File: src/rtl/sccb_write_master_if.sv
// Request/status handshake and pad-side SDA/SCL signals of the SCCB write master.
// master: the write engine itself; slave: the sequencer/pad side that drives it.
// No storage and no flow control here; the engine owns all timing.
interface sccb_write_master_if;
    logic       start;
    logic [7:0] reg_addr;
    logic [7:0] reg_data;
    logic       busy;
    logic       done;
    logic       ack_err;
    logic       scl;
    logic       sda_oe;
    logic       sda_in;

    modport master (
        input  start, reg_addr, reg_data, sda_in,
        output busy, done, ack_err, scl, sda_oe
    );

    modport slave (
        output start, reg_addr, reg_data, sda_in,
        input  busy, done, ack_err, scl, sda_oe
    );
endinterface

File: src/rtl/sccb_write_master.sv
// Single-register SCCB write (dev addr, reg addr, data), paced by edges of i2c_clk; SCCB_ACK_CHECK_EN enables NACK reporting.
// Latency: outputs move 3 ref_clk edges after each i2c_clk edge; done follows 113 ticks after acceptance.
// Backpressure: start is only sampled in IDLE and never queued; a frozen i2c_clk freezes the bus.
module sccb_write_master #(
    parameter logic [7:0] DEV_ADDR = 8'h42
) (
    input  logic                  ref_clk,
    input  logic                  rst_n,
    input  logic                  i2c_clk,
    sccb_write_master_if.master   bus
);

    typedef enum logic [2:0] {
        S_IDLE,
        S_START,
        S_BITS,
        S_STOP,
        S_DONE
    } state_t;

    localparam logic [4:0] LAST_BIT = 5'd26;

    // sync_q[1:0] is the synchronizer, sync_q[2] the history flop for edge detection.
    logic [2:0]  sync_q;
    logic        tick;

    state_t      state_q;
    logic [1:0]  qtr_q;
    logic [4:0]  bit_q;
    logic [26:0] frame_q;
    logic        scl_q;
    logic        sda_oe_q;
    logic        busy_q;
    logic        done_q;
    logic        is_ack_d;
`ifdef SCCB_ACK_CHECK_EN
    logic        ack_err_q;
`endif

    always_ff @(posedge ref_clk or negedge rst_n) begin
        if (!rst_n) begin
            sync_q <= 3'b000;
        end else begin
            sync_q <= {sync_q[1:0], i2c_clk};
        end
    end

    assign tick     = sync_q[1] ^ sync_q[2];
    assign is_ack_d = (bit_q == 5'd8) || (bit_q == 5'd17) || (bit_q == LAST_BIT);

    always_ff @(posedge ref_clk or negedge rst_n) begin
        if (!rst_n) begin
            state_q   <= S_IDLE;
            qtr_q     <= 2'd0;
            bit_q     <= 5'd0;
            frame_q   <= '0;
            scl_q     <= 1'b1;
            sda_oe_q  <= 1'b0;
            busy_q    <= 1'b0;
            done_q    <= 1'b0;
`ifdef SCCB_ACK_CHECK_EN
            ack_err_q <= 1'b0;
`endif
        end else begin
            done_q <= 1'b0;
            case (state_q)
                S_IDLE: begin
                    if (bus.start) begin
                        state_q <= S_START;
                        // Ack slots carry 1 so the q0 drive releases SDA for the slave.
                        frame_q <= {DEV_ADDR[7:1], 1'b0, 1'b1,
                                    bus.reg_addr, 1'b1,
                                    bus.reg_data, 1'b1};
                        qtr_q   <= 2'd0;
                        bit_q   <= 5'd0;
                        busy_q  <= 1'b1;
`ifdef SCCB_ACK_CHECK_EN
                        ack_err_q <= 1'b0;
`endif
                    end
                end

                S_START: begin
                    if (tick) begin
                        if (qtr_q == 2'd0) begin
                            sda_oe_q <= 1'b1;
                            qtr_q    <= 2'd1;
                        end else begin
                            scl_q   <= 1'b0;
                            qtr_q   <= 2'd0;
                            state_q <= S_BITS;
                        end
                    end
                end

                S_BITS: begin
                    if (tick) begin
                        qtr_q <= qtr_q + 2'd1;
                        case (qtr_q)
                            2'd0: sda_oe_q <= ~frame_q[26];
                            2'd1: scl_q    <= 1'b1;
`ifdef SCCB_ACK_CHECK_EN
                            2'd2: begin
                                if (is_ack_d) begin
                                    ack_err_q <= ack_err_q | bus.sda_in;
                                end
                            end
`endif
                            2'd3: begin
                                scl_q   <= 1'b0;
                                frame_q <= {frame_q[25:0], 1'b0};
                                if (bit_q == LAST_BIT) begin
                                    state_q <= S_STOP;
                                end else begin
                                    bit_q <= bit_q + 5'd1;
                                end
                            end
                            default: ;
                        endcase
                    end
                end

                S_STOP: begin
                    if (tick) begin
                        case (qtr_q)
                            2'd0: begin
                                sda_oe_q <= 1'b1;
                                qtr_q    <= 2'd1;
                            end
                            2'd1: begin
                                scl_q <= 1'b1;
                                qtr_q <= 2'd2;
                            end
                            default: begin
                                sda_oe_q <= 1'b0;
                                qtr_q    <= 2'd0;
                                state_q  <= S_DONE;
                                done_q   <= 1'b1;
                            end
                        endcase
                    end
                end

                S_DONE: begin
                    state_q <= S_IDLE;
                    busy_q  <= 1'b0;
                end

                default: begin
                    state_q <= S_IDLE;
                end
            endcase
        end
    end

    // Only is_ack_d's consumer differs between builds; keep it referenced in both.
`ifdef SCCB_ACK_CHECK_EN
    assign bus.ack_err = ack_err_q;
`else
    assign bus.ack_err = 1'b0 & is_ack_d;
`endif

    assign bus.scl    = scl_q;
    assign bus.sda_oe = sda_oe_q;
    assign bus.busy   = busy_q;
    assign bus.done   = done_q;

endmodule

File: src/flat_wrapper.sv
// flat-port wrapper written by rule: the top's interface ports become plain ports
module sccb_write_master_flat 
#(
    parameter logic [7:0] DEV_ADDR = 8'h42
)
  (ref_clk, rst_n, i2c_clk, bus_start, bus_reg_addr, bus_reg_data, bus_sda_in, bus_busy, bus_done, bus_ack_err, bus_scl, bus_sda_oe);
  sccb_write_master_if bus_i ();
  input  logic ref_clk;
  input  logic rst_n;
  input  logic i2c_clk;
  input wire logic [$bits(bus_i.start)-1:0] bus_start;
  input wire logic [$bits(bus_i.reg_addr)-1:0] bus_reg_addr;
  input wire logic [$bits(bus_i.reg_data)-1:0] bus_reg_data;
  input wire logic [$bits(bus_i.sda_in)-1:0] bus_sda_in;
  output wire logic [$bits(bus_i.busy)-1:0] bus_busy;
  output wire logic [$bits(bus_i.done)-1:0] bus_done;
  output wire logic [$bits(bus_i.ack_err)-1:0] bus_ack_err;
  output wire logic [$bits(bus_i.scl)-1:0] bus_scl;
  output wire logic [$bits(bus_i.sda_oe)-1:0] bus_sda_oe;
  assign bus_i.start = bus_start;
  assign bus_i.reg_addr = bus_reg_addr;
  assign bus_i.reg_data = bus_reg_data;
  assign bus_i.sda_in = bus_sda_in;
  assign bus_busy = bus_i.busy;
  assign bus_done = bus_i.done;
  assign bus_ack_err = bus_i.ack_err;
  assign bus_scl = bus_i.scl;
  assign bus_sda_oe = bus_i.sda_oe;
  sccb_write_master #(.DEV_ADDR(DEV_ADDR)) u_core (.ref_clk(ref_clk), .rst_n(rst_n), .i2c_clk(i2c_clk), .bus(bus_i));
endmodule
File: config.mk
export PLATFORM = sky130hd
export DESIGN_NAME = sccb_write_master_flat
export DESIGN_NICKNAME = d
export VERILOG_FILES = /design/src/rtl/sccb_write_master_if.sv /design/src/rtl/sccb_write_master.sv /design/src/flat_wrapper.sv
export SDC_FILE = /design/constraint.sdc
export NUM_CORES = 1
export LEC_CHECK = 0
export CORE_MARGIN = 4
export CORE_UTILIZATION = 50
export DETAILED_ROUTE_END_ITERATION = 7
export HOLD_SLACK_MARGIN = 0.06
export PLACE_DENSITY_LB_ADDON = 0.2
export SKIP_CTS_REPAIR_TIMING = 1
export SYNTH_ARGS = -nofsm -noshare
export SYNTH_HDL_FRONTEND = slang
export SYNTH_SLANG_ARGS = --single-unit
File: constraint.sdc
create_clock -name ref_clk -period 1.3 [get_ports ref_clk]
set_input_delay 0.195 -clock ref_clk [delete_from_list [all_inputs] [get_ports ref_clk]]
set_output_delay 0.195 -clock ref_clk [all_outputs]
set_load 0.02 [all_outputs]
==> results.cfg, run 1 <==
[timing]
rsz0062_at_grt = true
final-max-slew-violation-count = 0
min_period_ps = 1480
max_freq_ghz = 0.676
layout_setup_ws_ps = -180
finalClockSkew_ps = 6.27
hold_violations = 0
setup-violations-final = 38
period_share = 1.14

[worst_setup_path]
cp.arrival_ps = 1670
critical_path.max_stage_delay_ps = 470
cp_num_buf_inv = 1
worstPathRequired_ps = 1490
path_max_fanout = 18
critPathKind = flop to flop
crit_family = flip-flops
cp_slowest_cell = dfrtp_2
start_kind = flop
critPathCaptureType = flop
crit_chain = nor3b_4 -> a31oi_4 -> clkbuf_16 -> o31a_1

[routing]
routed_via_density = 5.41
drc = 0
drt_first_pass_iters = 4
finalWirelength_um = 4560
wl_per_cell_um = 14.4
drtIter0Drc = 104
dr_total_vias = 1710
postRouteAntennaNets = 0

[clock_tree]
cts-root-buf = clkbuf_8
htreeDepth = 2
cts_max_path_buffers = 2
clk_latency_ps = 300
clkSinkCount = 44
clk_pin_slew_ps = 80
cts_buffers = 5
cts_tree = yes

[synthesis]
yosys_warnings = 0
ys_seq_area_frac = 0.498
yosysTopAreaCellShare = 0.486
synth_fp_nets = 243
synth_seq_cells = 44
synth_area_per_cell_um2 = 10.2
synth_cells = 216
synth_area_mm2 = 0.00221
ys_types = 43
synthTopCellsByArea = dfrtp_1 (49%), o21ai_0 (8.4%), mux2i_1 (7.2%)
yosysTopAreaCell = dfrtp_1

[global_route]
antenna_found_initial = 0
track_usage = 0.174
grt_pass1_vias = 1663
grt_pass1_wl_um = 7380
grt_max_degree = 37
grt_remaining_overflow = 0

[floorplanning]
die_w_um = 74.5
start_util = 0.534
coreArea_mm2 = 0.00414
die_y_um = 74.5
ios = 26
dieArea_mm2 = 0.00556
std_cell_rows = 23

[flow_run]
drv_cap = 0

[min_path]
hold_path_class = input port to flop

[finish]
final_cell_mix = dfrtp_1 (40), nand2_1 (29), o21ai_1 (29)
final_nets = 292
design_area_mm2 = 0.00296
area_delta_synth_final_pct = 33.6
drive_gt1_frac = 0.286
layout_commonest_cell = dfrtp_1
num_antenna_cells = 0
fill_cells = 300

[placement]
io_buffer_count = 23
hpwlAfterDp_um = 3140
place_congestion = 0.829
postPlaceCellArea_mm2 = 0.00267
placement.setup.worst_slack_ps = -277

[power_and_ir_drop]
p_per_area_mw_per_mm2 = 2120
leakagePower_nw = 1.36
ir_worst_vdd_mv = 1.19

[outcome]
status = finished, violations left
violations = negative setup slack
==> cell usage after synthesis, drive strengths merged <==
cell    count
a211oi      2
a21oi       8
a221oi      1
a22o        1
a31oi       5
a32o        1
and2        3
and2b       2
and3        1
and4        1
buf        13
clkbuf      1
conb        1
dfrtp      43
dfstp       1
ha          6
inv         7
mux2        1
mux2i      16
nand2      30
nand2b      4
nand3       5
nand3b      1
nand4b      1
nor2        5
nor2b       3
nor3        3
nor3b       1
nor4        2
nor4b       1
o21ai      37
o22a        1
o31a        3
o31ai       2
or2b        1
or3b        1
xor2        1
==> logic make-up (layout without fill, tap and decap cells) <==
kind of cell | after synthesis | count (layout) | synth area share
mux | 17 | 17 | 0.0774
flops | 44 | 44 | 0.498
compound gates | 61 | 61 | 0.167
buf+inv | 21 | 71 | 0.0571
xor+xnor | 1 | 1 | 0.00396
other cells | 1 | 1 | 0.00169
fa+ha+maj | 6 | 6 | 0.0339
simple gates | 65 | 65 | 0.161
==> worst reg2reg max path: cells and delay by family (launching register included) <==
kind	cells	cell delay, ps
simple gates	1	270
flops	1	470
buf+inv	1	220
compound gates	2	420
==> state kept, by name (all words and copies together) (netlist names) <==
register,cells
u_core.bit_q,5
u_core.sync_q,3
u_core.bus.sda_oe,1
u_core.qtr_q,2
u_core.state_q,3
u_core.frame_q,27
u_core.bus.busy,1
u_core.bus.done,1
u_core.bus.scl,1
==> worst paths after layout <==
check	slack, ps	endpoint	from	cells after the start
max	-180	u_core.frame_q[18]	u_core.state_q[2]	4
min	330	u_core.sync_q[0]	i2c_clk	1
max reg2reg	-180	u_core.frame_q[18]	u_core.state_q[2]	4
min reg2reg	350	u_core.sync_q[1]	u_core.sync_q[0]	0
max in group asynchronous	600	u_core.bus.scl	rst_n	3
min in group asynchronous	400	u_core.bit_q[3]	rst_n	3
==> layout make-up <==
cell class              instances  area [um^2]  area share
repair buffers                 56          531       0.179
multi-input cells             151         1110       0.375
inverters                       7         26.3     0.00889
well taps                      50         62.6      0.0212
flip-flops and latches         44         1110       0.374
clock inverters                 2         38.8      0.0131
clock buffers                   6         82.6      0.0279
==> routing by layer <==
metal / GRT usage / part of all wire / vias to the layer above
met5: 0 / 0 / -
met4: 0.0692 / 0.019 / 0
met3: 0.0419 / 0.045 / 8
met2: 0.289 / 0.50 / 38
met1: 0.218 / 0.44 / 809
li1: - / - / 855
==> power by group <==
group | leakage (nW) | switching, mW | total [mW] | internal [mW]
sequential | 0.536 | 0.346 | 2.20 | 1.86
clock | 0.0614 | 0.472 | 1.10 | 0.628
combinational | 0.765 | 1.46 | 2.96 | 1.50
==> per-stage QoR <==
step	total power [mW]	hold WS [ps]	TNS [ps]	utilization	std cells
after detailed placement	4.85	197	-6900	0.645	305
after global routing	6.72	336	-6270	0.713	316
after floorplan	3.95	-101	-259	-	216
final	6.26	331	-3450	0.713	316
after global placement	4.74	197	-6060	0.645	305
after CTS	5.98	-133	-4910	0.674	313
Note: power is estimated with default switching activity, not from simulation.
==> run 2: changes to the inputs <==
CORE_MARGIN = 5   (was 4)
==> results.cfg, run 2 (same netlist as run 1, synthesis figures left out) <==
[finish]
layout_commonest_cell = dfrtp_1
num_antenna_cells = 0
final_cell_count_no_fill = 324
area_delta_synth_final_pct = 37.2
largest_reg_flops = 27
regMostFlops = u_core.frame_q
largest_registers = u_core.frame_q (27), u_core.bit_q (5)
drive_gt1_frac = 0.320
final_nets = 298
final_cell_mix = dfrtp_1 (39), nand2_1 (26), buf_4 (24)

[global_route]
grt_pass1_wl_um = 7270
antenna_found_initial = 0
grt_max_degree = 45
track_usage = 0.150
grt_pass1_vias = 1581
grt_remaining_overflow = 0

[worst_setup_path]
critical_path.max_stage_delay_ps = 480
path_max_fanout = 7
start_kind = flop
reg2reg_depth = 4
cp.depth = 4
cp_slowest_cell = dfrtp_2
cp_num_buf_inv = 1
critPathKind = flop to flop
worstPathRequired_ps = 1480
r2r_slack_ps = -190
crit_chain = nor4b_4 -> a31oi_4 -> buf_6 -> o31a_1
cp.arrival_ps = 1670
crit_family = flip-flops
critPathCaptureType = flop

[routing]
drt_first_pass_iters = 4
finalWirelength_um = 4520
wl_per_cell_um = 14.0
drtIter0Drc = 92
dr_total_vias = 1706
drc = 0
postRouteAntennaNets = 0
routed_via_density = 5.27

[timing]
min_period_ps = 1490
period_share = 1.14
final-max-slew-violation-count = 0
finalClockSkew_ps = 8.83
layout_setup_ws_ps = -188
max_freq_ghz = 0.672
setup-violations-final = 37
rsz0062_at_grt = true
hold_violations = 0

[clock_tree]
cts_max_path_buffers = 2
cts_buffers = 5
cts-root-buf = clkbuf_8
clk_latency_ps = 290
clkSinkCount = 44
htreeDepth = 2
clk_pin_slew_ps = 80
cts_tree = yes

[floorplanning]
start_util = 0.512
coreArea_mm2 = 0.00432
ios = 26
die_y_um = 76.5
dieArea_mm2 = 0.00586
std_cell_rows = 24
die_w_um = 76.5

[outcome]
status = finished, violations left
violations = negative setup slack

[placement]
place_congestion = 0.790
dp.cells = 307
hpwlAfterDp_um = 2960
io_buffer_count = 23

[power_and_ir_drop]
seqPwrFrac = 0.348
p_sw_mw = 2.31
pwr-share-clk = 0.170
leakagePower_nw = 1.39
power.internal_mw = 4.09
p_per_area_mw_per_mm2 = 2110
ir_worst_vdd_mv = 1.37
power.total_mw = 6.40
netSwitchingFraction = 0.362
pwr-share-comb = 0.482

[min_path]
hold_path_class = input port to flop
holdPathStages = 1

[flow_run]
drv_cap = 0
run 2: cell types whose count changed in the layout (fill, tap and decap cells not counted), moves of 3 or more:
| cell | change |
|---|---|
| nand2_1 | -3 |
| o21ai_1 | -6 |
| o21ai_0 | +6 |
| nand2_2 | +3 |
| buf_6 | +10 |
| buf_4 | -3 |
run 2: per-stage QoR:
step | hold slack, ps | cell area [um^2] | setup TNS (ps) | worst slack [ps] | util
6_report | 338 | 3040 | -3840 | -188 | 0.702
2_1_floorplan | -101 | 2250 | -259 | -57.8 | -
4_1_cts | -134 | 2800 | -5580 | -340 | 0.647
3_5_place_dp | 192 | 2680 | -7300 | -300 | 0.619
5_1_grt | 343 | 3040 | -6620 | -258 | 0.702
3_3_place_gp | 190 | 2680 | -6820 | -279 | 0.619
run 2: cell type report:
cell class              instances  area, um^2
multi-input cells             152        1140
flip-flops and latches         44        1110
fillers                       322        1290
clock inverters                 2        38.8
repair buffers                 61         581
inverters                       7        26.3
clock buffers                   6        82.6
well taps                      52        65.1
run 2: power groups by stage:
stage	clock network [mW]	logic, mW	registers, mW
2_1_floorplan	0	1.79	2.17
3_3_place_gp	0	2.56	2.20
3_5_place_dp	0	2.60	2.22
4_1_cts	1.12	2.62	2.19
5_1_grt	1.19	3.40	2.29
6_report	1.09	3.09	2.23
run 2: routing by layer:
layer  global-route usage  up-vias  part of all wire
met4               0.0420        0             0.011
met5                    0        -                 0
met3               0.0449        4             0.033
met1                0.206      807              0.47
met2                0.230       26              0.49
li1                     -      869                 -
run 2: worst register-to-register path, delay by kind of cell, from the launching register on:
kind / cells / cell delay [ps]
buffers and inverters: 1 / 160
AND/OR/NAND/NOR: 1 / 390
flip-flops: 1 / 480
AO/OA/AOI/OAI: 2 / 350
run 2: worst paths after layout:
path / start / endpoint
setup / recovery: u_core.state_q[0] / u_core.frame_q[20]
hold / removal: i2c_clk / u_core.sync_q[0]
setup reg to reg: u_core.state_q[0] / u_core.frame_q[20]
hold reg to reg: u_core.sync_q[0] / u_core.sync_q[1]
max in group asynchronous: rst_n / u_core.bus.scl
min in group asynchronous: rst_n / u_core.frame_q[17]
==> run 3: changes to the inputs <==
CELL_PAD_IN_SITES_DETAIL_PLACEMENT = 1   (was default)
CELL_PAD_IN_SITES_GLOBAL_PLACEMENT = 1   (was default)
CORE_UTILIZATION = 39   (was 50)
RECOVER_POWER = 25   (was default)
==> results.cfg, run 3 (same netlist as run 1, synthesis figures left out) <==
[floorplanning]
std_cell_rows = 27
dieArea_mm2 = 0.00728
die_y_um = 85.3
die_w_um = 85.3
start_util = 0.402
coreArea_mm2 = 0.00551
ios = 26

[min_path]
hp-start = u_core.sync_q[0]
holdPathStages = 0
holdPathEnd = u_core.sync_q[1]
hold_path_class = flop to flop

[clock_tree]
cts_tree = yes
cts-root-buf = clkbuf_8
cts_buffers = 5
clk_pin_slew_ps = 80
htreeDepth = 2
clk_latency_ps = 300
clkSinkCount = 44
cts_max_path_buffers = 2

[placement]
place_congestion = 0.744
hpwlAfterDp_um = 3630
dp.cells = 326
io_buffer_count = 23
placement.setup.worst_slack_ps = -392

[global_route]
grt_pass1_vias = 1830
antenna_found_initial = 0
track_usage = 0.144
grt_remaining_overflow = 0
grt_max_degree = 45
grt_pass1_wl_um = 8420

[timing]
hold_violations = 0
max_freq_ghz = 0.662
period_share = 1.16
setup-violations-final = 40
maxSlewHeadroom = 0.596
min_period_ps = 1510
final-max-slew-violation-count = 0
layout_setup_ws_ps = -210
holdWs_ps = 362
finalClockSkew_ps = 10.4
rsz0062_at_grt = true
fin_tns_setup_ps = -5870
tightestPinTransition_ps = 605

[power_and_ir_drop]
leakagePower_nw = 1.35
pwr-share-comb = 0.492
p_sw_mw = 2.47
pwr-share-clk = 0.168
ir_worst_vdd_mv = 0.774
power.internal_mw = 4.03
seqPwrFrac = 0.340
netSwitchingFraction = 0.380
power.total_mw = 6.50
p_per_area_mw_per_mm2 = 2140

[worst_setup_path]
worstSetupStartpoint = u_core.qtr_q[0]
critPathKind = flop to flop
critPathCaptureType = flop
cp_num_buf_inv = 2
cp.depth = 7
cp.arrival_ps = 1700
cp_slowest_cell = dfrtp_1
worstPathRequired_ps = 1490
critical_path.max_stage_delay_ps = 430
crit_chain = buf_4 -> inv_4 -> ha_1 -> and2_0 -> o21ai_1 -> o31ai_1 -> a22o_1
reg2reg_depth = 7
path_max_fanout = 3
rr_endpoint = u_core.qtr_q[0]
start_kind = flop
r2r_slack_ps = -210
crit_family = flip-flops
r2r-start = u_core.qtr_q[0]

[finish]
final_cell_mix = dfrtp_1 (40), nand2_1 (29), buf_4 (24)
regMostFlops = u_core.frame_q
final_cell_count_no_fill = 340
final_nets = 294
largest_reg_flops = 27
area_delta_synth_final_pct = 37.3
layout_commonest_cell = dfrtp_1
num_antenna_cells = 0
drive_gt1_frac = 0.299
largest_registers = u_core.frame_q (27), u_core.bit_q (5)

[routing]
postRouteAntennaNets = 0
drtIter0Drc = 41
finalWirelength_um = 5300
drt_first_pass_iters = 4
routed_via_density = 5.15
wl_per_cell_um = 15.6
dr_total_vias = 1751
drc = 0

[outcome]
violations = negative setup slack
status = finished, violations left

[flow_run]
drv_cap = 0
==> run 3: changes by cell type in the layout (fill, tap and decap cells not counted), moves of 3 or more <==
cell,before,now
o21ai_1,23,18
buf_6,12,7
nand2_1,26,29
o21ai_0,11,18
nand2_2,4,1
==> run 3: worst max path at each step <==
| stage | end | slack, ps |
|---|---|---|
| floorplan | u_core.frame_q[18] | -60 |
| global placement | u_core.frame_q[18] | -360 |
| detailed placement | u_core.frame_q[1] | -390 |
| CTS | bus_scl | -350 |
| global route | u_core.qtr_q[0] | -300 |
| finish | u_core.qtr_q[0] | -210 |
==> run 3: final cells by class <==
| cell class | instances | area (um^2) |
|---|---|---|
| Inverter | 7 | 28.8 |
| Clock buffer | 5 | 68.8 |
| Timing Repair Buffer | 58 | 544 |
| Multi-Input combinational cell | 151 | 1150 |
| Sequential cell | 44 | 1110 |
| Clock inverter | 3 | 46.3 |
| Fill cell | 583 | 2470 |
| Tap cell | 72 | 90.1 |
==> run 3: power by group through the flow <==
stage	clock [mW]	sequential (mW)	combinational, mW
floorplan	0	2.17	1.79
global placement	0	2.19	2.60
detailed placement	0	2.19	2.70
CTS	1.12	2.18	2.70
global route	1.18	2.28	3.52
finish	1.09	2.21	3.20
==> run 3: per-layer routing <==
layer / GRT usage / wire, um / vias up
met1: 0.188 / 2380 / 871
met4: 0.0489 / 71 / 0
li1: - / - / 858
met2: 0.237 / 2700 / 16
met5: 0 / 0 / -
met3: 0.0311 / 143 / 6
==> run 3: stage by stage <==
step | cell area, um^2 | utilization
finish | 3040 | 0.552
global route | 3040 | 0.552
CTS | 2820 | 0.512
detailed placement | 2710 | 0.491
global placement | 2710 | 0.491
floorplan | 2250 | -
